`config.mk`:
```
export PLATFORM = sky130hd
export DESIGN_NAME = shift_sequencer
export DESIGN_NICKNAME = d
export VERILOG_FILES = /design/src/rtl/shift_sequencer_pkg.sv /design/src/rtl/shifter_rotator.sv /design/src/rtl/shift_sequencer.sv
export SDC_FILE = /design/constraint.sdc
export NUM_CORES = 1
export LEC_CHECK = 0
export BUFFER_PORTS_ARGS = -buffer_cell sky130_fd_sc_hd__buf_2
export CORE_UTILIZATION = 45
export CTS_CLUSTER_DIAMETER = 120
export CTS_CLUSTER_SIZE = 16
export DETAILED_ROUTE_END_ITERATION = 10
export PLACE_DENSITY = 0.74
export SETUP_SLACK_MARGIN = 0.05
export SYNTH_ARGS = -nofsm -noshare
export SYNTH_HDL_FRONTEND = slang
export SYNTH_SLANG_ARGS = --single-unit
```
`constraint.sdc`:
```
create_clock -name clk -period 1.2 [get_ports clk]
set_clock_uncertainty 0.05 [all_clocks]
set_input_delay 0.06 -clock clk [delete_from_list [all_inputs] [get_ports clk]]
set_output_delay 0.06 -clock clk [all_outputs]
set_load 0.005 [all_outputs]
```
`src/rtl/shift_sequencer_pkg.sv`:
```
// Shared types for the shift sequencer: op encoding, FSM states, datapath width.
package shift_sequencer_pkg;

    localparam int DATA_W = 8;

    typedef enum logic [1:0] {
        ROR = 2'b00,
        ROL = 2'b01,
        SHR = 2'b10,
        SHL = 2'b11
    } op_t;

    typedef enum logic [1:0] {
        IDLE = 2'b00,
        RUN  = 2'b01,
        DONE = 2'b10
    } state_t;

endpackage

```
`src/rtl/shifter_rotator.sv`:
```
// One-step 8-bit combinational shifter/rotator; sel uses the op_t encoding.
module shifter_rotator
    import shift_sequencer_pkg::*;
(
    input  logic [DATA_W-1:0] x,
    input  logic [1:0]        sel,
    output logic [DATA_W-1:0] y
);

    always_comb begin
        y = x;
        case (op_t'(sel))
            ROR: y = {x[0], x[DATA_W-1:1]};
            ROL: y = {x[DATA_W-2:0], x[DATA_W-1]};
            SHR: y = {1'b0, x[DATA_W-1:1]};
            SHL: y = {x[DATA_W-2:0], 1'b0};
            default: y = x;
        endcase
    end

endmodule

```
`src/rtl/shift_sequencer.sv`:
```
// Multi-cycle shift/rotate sequencer: applies one single-bit step per RUN cycle.
// Optional early-abort input is enabled by defining SHIFT_SEQ_ABORT_EN.
module shift_sequencer
    import shift_sequencer_pkg::*;
#(
    parameter int CNT_W = 3
) (
    input  logic              clk,
    input  logic              rst,
    input  logic              start,
    input  logic [DATA_W-1:0] data_in,
    input  logic [1:0]        op,
    input  logic [CNT_W-1:0]  count,
`ifdef SHIFT_SEQ_ABORT_EN
    input  logic              abort,
`endif
    output logic              busy,
    output logic              done,
    output logic [DATA_W-1:0] data_out
);

    state_t             state, state_n;
    op_t                op_q;
    logic [CNT_W-1:0]   rem;
    logic [DATA_W-1:0]  work, step;
    logic               abort_hit;

`ifdef SHIFT_SEQ_ABORT_EN
    assign abort_hit = abort;
`else
    assign abort_hit = 1'b0;
`endif

    shifter_rotator u_step (
        .x   (work),
        .sel (op_q),
        .y   (step)
    );

    always_ff @(posedge clk or posedge rst) begin
        if (rst) state <= IDLE;
        else     state <= state_n;
    end

    always_comb begin
        state_n = state;
        case (state)
            IDLE: if (start) state_n = (count == '0) ? DONE : RUN;
            RUN:  if (abort_hit || rem == CNT_W'(1)) state_n = DONE;
            DONE: state_n = IDLE;
            default: state_n = IDLE;
        endcase
    end

    // Working register holds its value outside RUN so the last result stays visible.
    always_ff @(posedge clk or posedge rst) begin
        if (rst) begin
            work <= '0;
            op_q <= ROR;
            rem  <= '0;
        end else begin
            case (state)
                IDLE: if (start) begin
                    work <= data_in;
                    op_q <= op_t'(op);
                    rem  <= count;
                end
                RUN: begin
                    if (abort_hit) begin
                        rem <= '0;
                    end else begin
                        work <= step;
                        rem  <= rem - CNT_W'(1);
                    end
                end
                default: ;
            endcase
        end
    end

    assign busy     = (state != IDLE);
    assign done     = (state == DONE);
    assign data_out = work;

endmodule

```
Word-level counts from Yosys, hierarchy flattened
Cells that the tools add are included.
{ "totals": {"ff_bits": 15, "inputBits": 16, "out_inout_bits": 10, "word_cells": 30} }
{ "classes": {"n_addsub": 1, "n_eq_ne": 8, "mux": 9, "reduce_logical": 8} }
{ "ops": {"columns": ["op", "n"], "rows": [
  ["$pmux 8 s4", 1],
  ["$pmux 8 s2", 1],
  ["$mux 8", 1],
  ["$eq 2x2->1 const B", 3],
  ["$mux 2", 3],
  ["$pmux 3 s2", 1],
  ["$reduce_and 2->1", 3],
  ["$eq 2x1->1 const B", 2],
  ["$logic_not 2->1", 2],
  ["$ne 2x2->1 const B", 2],
  ["$pmux 2 s2", 1],
  ["$reduce_bool 2->1", 2],
  ["$eq 3x1->1 const B", 1],
  ["$logic_not 3->1", 1],
  ["$mux 3", 1],
  ["$sub 3x1->3 const B", 1]
]} }

Depth between registers and ports, before layout
Gate-level depths: netlist of run 1.
{ "logic_depth": {"depth_word": 4, "ltp_mapped": 5, "depth_no_buf": 5} }

Cells and area by module
From an unflattened synthesis of run 1, not the netlist that was laid out.
{ "hier_totals": {"cells_unflattened": 98, "hier_area_um2": 973.4} }
{ "modules_own_cells": {"columns": ["module", "n_inst", "cells_each", "area_each_um2", "seq_area_each_um2"], "rows": [
  ["shift_sequencer", 1, 86, 843.3, 375.4],
  ["shifter_rotator", 1, 12, 130.1, 0.0]
]} }

Worst setup path before layout of run 1
Ideal clock, no wire load.
{ "synth_path": {"kind": "register to register", "startpoint": "register state[0]", "endpoint": "register op_q[0]", "setup_ns": 0.128, "arrival_ns": 1.172, "required_time_ns": 1.022, "path_slack_ns": -0.150, "stages_incl_launch_ff": 5, "n_path_buf": 1, "synth_period_minus_slack_ns": 1.350, "cell_sequence": "dfrtp_1 buf_6 or2_4 nor2_8 mux2_1"} }
{ "synth_via": {"elab_chain_cells": 2} }
{ "synth_lines": {"columns": ["item", "line", "text"], "rows": [
  ["start: declaration", "shift_sequencer.sv:22", "state_t state, state_n;"],
  ["start signal: assignment", "shift_sequencer.sv:42", "else state <= state_n;"],
  ["$logic_not 2->1", "shift_sequencer.sv:62", "case (state)"],
  ["$reduce_and 2->1 (no line)", null, null],
  ["end signal: assignment", "shift_sequencer.sv:65", "op_q <= op_t'(op);"],
  ["end: declaration", "shift_sequencer.sv:23", "op_t op_q;"]
]} }
No other way between the ends.
A chain may end at the register's enable or synchronous reset.

Worst setup path after layout of run 1
{ "layout_path": {"startpoint": "register state[1]", "endpoint": "register op_q[0]"} }
The elaborated chain is that of the path after synthesis.

==> metrics list, run 1 <==
- Effective utilization at floorplan: 49.7%
* Hold path startpoint: count[2]
- Synthesis produced 89 cells.
- In this run the clock root is driven by a clkbuf_4.
* Hold_ws: 0.0789 ns
- Area share of the leading cell type in the synthesized netlist: 41.9%
* Syn nets: 107
- Global routing consumed, over all layers together, 23.0% of the routing resources.
- Cells with a size suffix above 1 make up 43.1% of the layout.
* Flops & latches, synth: 15
- Setup repair after global routing could not meet its margin everywhere.
- Among all flip-flop cells after synthesis, the most frequent one is dfrtp_1.
- After clock tree synthesis, the clock-pin slew on the worst setup and hold paths is 0.09 ns.
- Setup violations remaining at the end of the flow were counted as 15.
- Total Routed Length: 2380 um
- After synthesis, the largest family of logic cells by area is simple AND/OR/NAND/NOR gates.
- Worst Setup Slack, final: -0.118 ns
* Post-layout total power: 0.00337 W
- The total overflow left after global routing is 0.
* Total inserted antenna cells: 0
- Die Y-Extent: 46.6 um
- By area the synthesized netlist is led by dfrtp_1, a221o_1, mux2i_1.
- Cell leakage power: 0.658 nW
* Count of standard-cell rows: 15
- The number of clock buffers added by TritonCTS is 3.
- The flow ran to the end, but the final reports show violations.
* Max-slew violation total from the final report: 0
- Endpoint class of the critical path: flop
- Cell Pwr Density: 2510 nW/um2
- Netlist area before placement: 896 um2
- Summing the areas of all compound-gate instances in the mapped netlist gives 18.7% of the synthesized area.
- Maximum achievable frequency: 759 MHz
- Yosys instantiated no cell more often than dfrtp_1.
- Clock tree from TritonCTS: built
- Number of global-route vias before repair: 779
- The first global-routing pass estimated 3480 um of wire.
- Count of flip-flops with a built-in enable after synthesis: 0
* Vias per std cell: 5.33
- The net count of the finished layout is 156.
- Signed area change from the synthesized netlist to the final layout: 50.3%
* Total Die Area: 2170 um2
- The detail route stage leaves a number of antenna-violating nets equal to 0.
- After Yosys synthesis, and, or, nand and nor cells account for 19.4% of the synthesized area.
- Total I/O pin count: 26
- Vias after detailed routing: 864
* WL/cell: 14.7 um
* Met3 usage: 7.06%
* Worst R2R Setup Slack: -0.12 ns
- In the routed design, unresolved DRC markers number 0.
- Violations in the final reports: negative setup slack
- Syn_area_per_cell: 10.1 um2
- Headroom to the max-slew limit: 60.7%
- Hold/Removal Path Class: input port to flop
- Routability-driven placement finished with a final weighted congestion of 0.740.
- Bufs on Longest Clock Path: 2
- Largest stage delay on the critical path: 0.43 ns
* Largest net degree at the start of global routing: 16
- WP data required: 1.32 ns
- Parity-gate share of the synthesized area counting xor and xnor cells: 0%
- Number of buffer and inverter instances along the worst setup path: 0
- Later-pin clock latency in the skew report: 0.28 ns
- Half-perimeter wire length after placement: 1420 um
- Global Route met1 Usage: 33.7%
* Yosys top cell by area: dfrtp_1
- For the worst setup path, the data arrival time is 1.44 ns.
- Port Buffer Count: 25
- In this run, distinct cell masters in the synthesized netlist total 30.
* Critical Path Start Type: flop
- Least-Margin Pin Slew: 0.588 ns
- Register-to-Register Path Depth: 3
* Kind of critical path: flop to flop
- Measured against the total synthesized area, the mux share comes to 9.22%.
* Busiest layer in global routing: met2
- Clock tree synthesis found a total of 15 sinks.
- Number of maximum-capacitance constraint violations: 0
- For hold timing, the worst endpoint is rem[2]$_DFFE_PP0P_.
- Yosys printed 0 warnings.
* Library cell contributing the largest single delay on the critical path: dfrtp_1
* Final number of hold-violating endpoints: 0
- First-pass detailed-route iteration total: 5
- After synthesis, the most frequently instantiated cells are dfrtp_1, nor2_1.
- Highest ir drop seen on vdd: 0.00159 V
- Maximum fanout encountered on the critical timing path: 4
- Share of async-settable or async-resettable flops after synthesis: 100%
- The number of antenna violations at the first check in global routing came to 0.
- The worst path in the final design needs a cycle of 1.32 ns, including I/O delays and setup.
- H-tree Lvls: 1
- After floorplanning, the core was sized to cover 1800 um2.
- Pre-CTS setup slack: -0.129 ns
- Sequential element share of the synthesized area: 41.9%
* Start of the worst register-to-register path: state[1]$_DFFE_PP0P_
- The worst hold path was traced through 3 stages.
* Kind of cell with the highest combined delay on the critical path: flip-flops
- Post-route clock period utilization: 110%
* Cell chain of the critical path: or2_4 > nor2_8 > mux2_4
- Fraction of the mapped netlist area in adder cells: 2.79%
- For met2 alone, demand over resource in global routing was 33.9%.
- Width of the chip: 46.6 um
* Reg-to-reg endpoint: op_q[0]$_DFFE_PP0P_
- For this block, the initial DRC count from the detailed router was 30.
## placed cells by master (no fill, tap or decap), types with 2 or more instances in the layout
| cell | count |
|---|---|
| a21oi_1 | 3 |
| a21oi_2 | 3 |
| a221o_1 | 6 |
| a32oi_1 | 2 |
| buf_2 | 24 |
| buf_4 | 8 |
| buf_6 | 7 |
| clkbuf_4 | 3 |
| dfrtp_1 | 14 |
| dlygate4sd3_1 | 9 |
| ha_1 | 2 |
| inv_1 | 6 |
| mux2_4 | 2 |
| mux2i_1 | 6 |
| nand2_1 | 2 |
| nand2b_1 | 4 |
| nand3b_1 | 3 |
| nor2_1 | 9 |
| nor3b_2 | 2 |
| o21ai_0 | 2 |
| o22a_1 | 2 |
## worst max-delay path by stage
stage	cells past startpoint	startpoint	slack, ns	endpoint
floorplan	4	state[0]$_DFFE_PP0P_	-0.15	op_q[0]$_DFFE_PP0P_
global placement	3	state[1]$_DFFE_PP0P_	-0.09	op_q[0]$_DFFE_PP0P_
detailed placement	3	op_q[0]$_DFFE_PP0P_	-0.13	data_out[0]$_DFFE_PP0P_
CTS	3	state[1]$_DFFE_PP0P_	-0.09	op_q[0]$_DFFE_PP0P_
global route	4	state[1]$_DFFE_PP0P_	-0.13	done
finish	3	state[1]$_DFFE_PP0P_	-0.12	op_q[0]$_DFFE_PP0P_
## state kept, by name (all words and copies together), names as in the netlist
name / count
rem: 3
op_q: 2
data_out: 8
state: 2
## power by group
group          switching (W)  leakage [nW]  internal (W)
Sequential          0.000290         0.184      0.000750
Clock               0.000157        0.0177      0.000124
Combinational       0.000869         0.456       0.00118
## routing by layer
layer / wire length (um) / vias to the layer above
met3: 86 / 0
met2: 1150 / 23
met4: 0 / 0
met5: 0 / -
met1: 1140 / 426
li1: - / 415
## through the flow
stage          TNS [ns]  cell area (um2)  utilization (%)  instances
2_1_floorplan    -0.339              896                -         89
3_3_place_gp     -0.774             1060             58.8        140
4_1_cts          -0.733             1270             70.8        159
3_5_place_dp      -1.15             1060             58.8        140
6_report         -0.970             1350             74.7        162
5_1_grt           -1.54             1350             74.7        162
## final cells by class
| type | instances | area, um2 |
|---|---|---|
| Sequential cell | 15 | 377 |
| Timing Repair Buffer | 50 | 389 |
| Fill cell | 134 | 455 |
| Multi-Input combinational cell | 61 | 495 |
| Clock inverter | 1 | 5.00 |
| Clock buffer | 3 | 22.5 |
| Inverter | 7 | 26.3 |
| Tap cell | 25 | 31.3 |
## logic make-up (layout without fill, tap and decap cells)
logic type / count (synthesis) / in the layout
adder cells (fa/ha/maj): 2 / 2
AND/OR/NAND/NOR: 29 / 29
flip-flops: 15 / 15
buffers and inverters: 13 / 61
multiplexers: 8 / 8
AO/OA/AOI/OAI: 22 / 22
## worst min-delay path, delay by kind of cell
family,cells,cell delay [ns]
AO/OA/AOI/OAI,2,0.20
buffers and inverters,1,0.09
## timing repair
| item | 4_1_cts | 5_1_grt |
|---|---|---|
| pin swaps | 6 | 8 |
| gates resized for setup | 13 | 7 |
| hold endpoints to repair | 23 | 0 |
| hold buffers | 9 | 0 |
| cloned | 0 | 1 |
| endpoints found under the setup margin | 16 | 17 |
| buffers inserted | 6 | 2 |
Power figures use the tool's default switching activity.
==> run 2: changes to the inputs <==
--- a/config.mk
+++ b/config.mk
@@ -5,12 +5,12 @@
 export SDC_FILE = /design/constraint.sdc
 export NUM_CORES = 1
 export LEC_CHECK = 0
-export BUFFER_PORTS_ARGS = -buffer_cell sky130_fd_sc_hd__buf_2
-export CORE_UTILIZATION = 45
+export CORE_UTILIZATION = 50
 export CTS_CLUSTER_DIAMETER = 120
 export CTS_CLUSTER_SIZE = 16
 export DETAILED_ROUTE_END_ITERATION = 10
-export PLACE_DENSITY = 0.74
+export DONT_BUFFER_PORTS = 1
+export PLACE_DENSITY = 0.68
 export SETUP_SLACK_MARGIN = 0.05
 export SYNTH_ARGS = -nofsm -noshare
 export SYNTH_HDL_FRONTEND = slang
==> run 2 against run 1 <==
Net effect: the run ends with negative hold slack, negative setup slack left; sequential power grew 6%; worst hold slack lost 0.079 ns; non-clock buffer count shrank 23; fmax shrank 1.3%; sequential share of layout area grew 3.4 points; final cell count shrank 15%; core utilization grew 1.0 points; first-iteration DRC count shrank 33%; critical path type unchanged; largest cell class unchanged.
==> metrics list, run 2 (synthesized netlist as in run 1, its figures left out) <==
* Total Die Area: 1970 um2
- Headroom to the max-slew limit: 61.0%
- Setup violations remaining at the end of the flow were counted as 13.
- Hold_ws: -0.000130 ns
- The number of global-route vias before repair was 778.
- At the pin with the least slew margin, the transition time is 0.585 ns.
- Largest net degree at the start of global routing: 16
- In this run the deepest clock path goes through 2 buffers.
- Kind of cell with the highest combined delay on the critical path: flip-flops
- Along the worst path, the maximum fanout reaches 6.
* Signed area change from the synthesized netlist to the final layout: 34.8%
- Subtracting the final worst setup slack from the clock period gives 1.34 ns.
- The worst register-to-register path ends at op_q[0]$_DFFE_PP0P_.
* Aggregate global routing overflow: 0
- In the final routed layout, each cell accounts on average for 16.5 um.
- The initial utilization of the core area, before any placement, comes to 56.2%.
- Final antenna-violating net count: 0
- Critical Path Start Type: flop
- Worst R2R Setup Slack: -0.14 ns
- In this run the standard cell core region covers 1590 um2.
- Register clock-pin slew on the reported worst setup and hold paths: 0.10 ns
- Leaving out fill and tap cells, the most frequent cell in the layout is dlygate4sd3_1.
- Worst Hold Depth: 3
- At the worst endpoint, the required time is 1.33 ns.
- Unrepaired setup endpoints after global routing: true
- The run finished, with violations left.
- The min-delay analysis places its worst path in the category input port to flop.
* Final Util: 75.7%
- Kind of critical path: flop to flop
* Crit path arrival time: 1.47 ns
* Number of maximum-capacitance constraint violations: 0
* Cell chain of the critical path: or2_4 > nor2_8 > mux2_4
* Total Routed Length: 2280 um
- Residual DRC: 0
* Clock tree from TritonCTS: built
* Later-pin clock latency in the skew report: 0.30 ns
* Half-perimeter wire length after placement: 1420 um
* Fraction of layout instances using a drive strength above 1: 28.9%
* Worst Hold Path EP: rem[0]$_DFFE_PP0P_
- The congestion estimate from routability-driven global placement came to 0.776.
- Once routing completed, OpenROAD measured the worst setup slack at -0.136 ns.
* Post-route clock period utilization: 111%
- The number of antenna violations at the first check in global routing was 0.
- CTS Buf Count: 3
- Together, buffers and inverters on the worst path number 0.
- The detailed router finished its first iteration with 20 violations.
- First-pass detailed-route iteration total: 4
* Count of standard-cell rows: 14
- Counting cells, the worst reg-to-reg path comes to 3.
- Largest stage delay on the critical path: 0.46 ns
- The worst-case IR drop observed on VDD is 0.00156 V.
- Most used cells in the layout excluding fill and tap cells: dlygate4sd3_1, dfrtp_1, nor2_1, buf_4
* Max reg flops: 8
- Die Y-Extent: 44.3 um
* Total I/O pin count: 26
- The first global-routing pass estimated 3480 um of wire.
- Violations in the final reports: negative hold slack, negative setup slack
- Detailed routing inserted a total of 770 vias.
- Counting the fill cells in the layout gives 113.
- The total count of max-transition violations in the final report is 0.
- Cell leakage power: 0.550 nW
* Clock sinks: 15
- Maximum achievable frequency: 748 MHz
- The floorplan step set the die width to 44.3 um.
- Buffers placed on the I/O ports in this run total 0.
* Library cell contributing the largest single delay on the critical path: dfrtp_2
- Overall track demand over capacity in global routing: 25.4%
* Start of the worst register-to-register path: state[1]$_DFFE_PP0P_
* H-tree Lvls: 1
* Root buf cell: clkbuf_4
* Endpoint class of the critical path: flop
- In this run the power density over the cells is 2530 nW/um2.
* Vias per std cell: 5.58
* Final number of hold-violating endpoints: 1
- Hold path startpoint: count[0]
- At the end of the flow, the number of nets in the layout was 133.
- The number of antenna diodes in the final layout is 0.
==> run 2: worst min-delay path: cells and delay by family <==
family,cells,cell delay (ns)
AND/OR/NAND/NOR,1,0.02
AO/OA/AOI/OAI,2,0.24
==> run 2: where the power goes <==
part | switching [W] | internal [W]
Clock | 0.000184 | 0.000130
Sequential | 0.000348 | 0.000754
Combinational | 0.000718 | 0.000922
Total | 0.00125 | 0.00181
==> run 2: worst max path at each step <==
| stage | startpoint | endpoint | slack (ns) | depth (start not counted) |
|---|---|---|---|---|
| 3_5_place_dp | state[0]$_DFFE_PP0P_ | data_out[4]$_DFFE_PP0P_ | -0.13 | 4 |
| 5_1_grt | state[1]$_DFFE_PP0P_ | op_q[0]$_DFFE_PP0P_ | -0.16 | 3 |
| 2_1_floorplan | state[0]$_DFFE_PP0P_ | op_q[0]$_DFFE_PP0P_ | -0.15 | 4 |
| 3_3_place_gp | state[0]$_DFFE_PP0P_ | data_out[6]$_DFFE_PP0P_ | -0.09 | 4 |
| 6_report | state[1]$_DFFE_PP0P_ | op_q[0]$_DFFE_PP0P_ | -0.14 | 3 |
| 4_1_cts | state[0]$_DFFE_PP0P_ | op_q[0]$_DFFE_PP0P_ | -0.12 | 3 |
==> run 2: area by class of cell <==
class | instances | area [um2] | area share, %
Clock buffer | 4 | 26.3 | 2.18
Inverter | 7 | 26.3 | 2.18
Multi-Input combinational cell | 61 | 498 | 41.2
Sequential cell | 15 | 379 | 31.4
Tap cell | 24 | 30.0 | 2.49
Timing Repair Buffer | 27 | 248 | 20.5
==> run 2: what timing repair did <==
action | in CTS | in global routing
hold buffers | 11 | 2
pin swaps | 3 | 6
endpoints found under the hold margin | 25 | 2
resized for setup | 6 | 13
endpoints found under the setup margin | 17 | 17
buffers inserted | 1 | 2
gates cloned | 0 | 1
==> run 2: stage by stage <==
stage / total power, W / cells / cell area, um2 / TNS (ns) / setup slack [ns]
after global placement: 0.00234 / 117 / 956 / -0.851 / -0.0881
after CTS: 0.00282 / 133 / 1120 / -1.07 / -0.118
after detailed placement: 0.00240 / 117 / 956 / -1.16 / -0.132
final: 0.00306 / 138 / 1210 / -1.02 / -0.136
after floorplan: 0.00204 / 89 / 896 / -0.339 / -0.150
after global routing: 0.00329 / 138 / 1210 / -1.60 / -0.158
==> run 2: routing by layer <==
metal  share of wire, %  GRT usage, %  up-vias
met1                 46          34.9      366
met4                1.4          12.7        0
met2                 48          36.5       30
met3                4.1          7.35        4
li1                   -             -      370
met5                  0             0        -
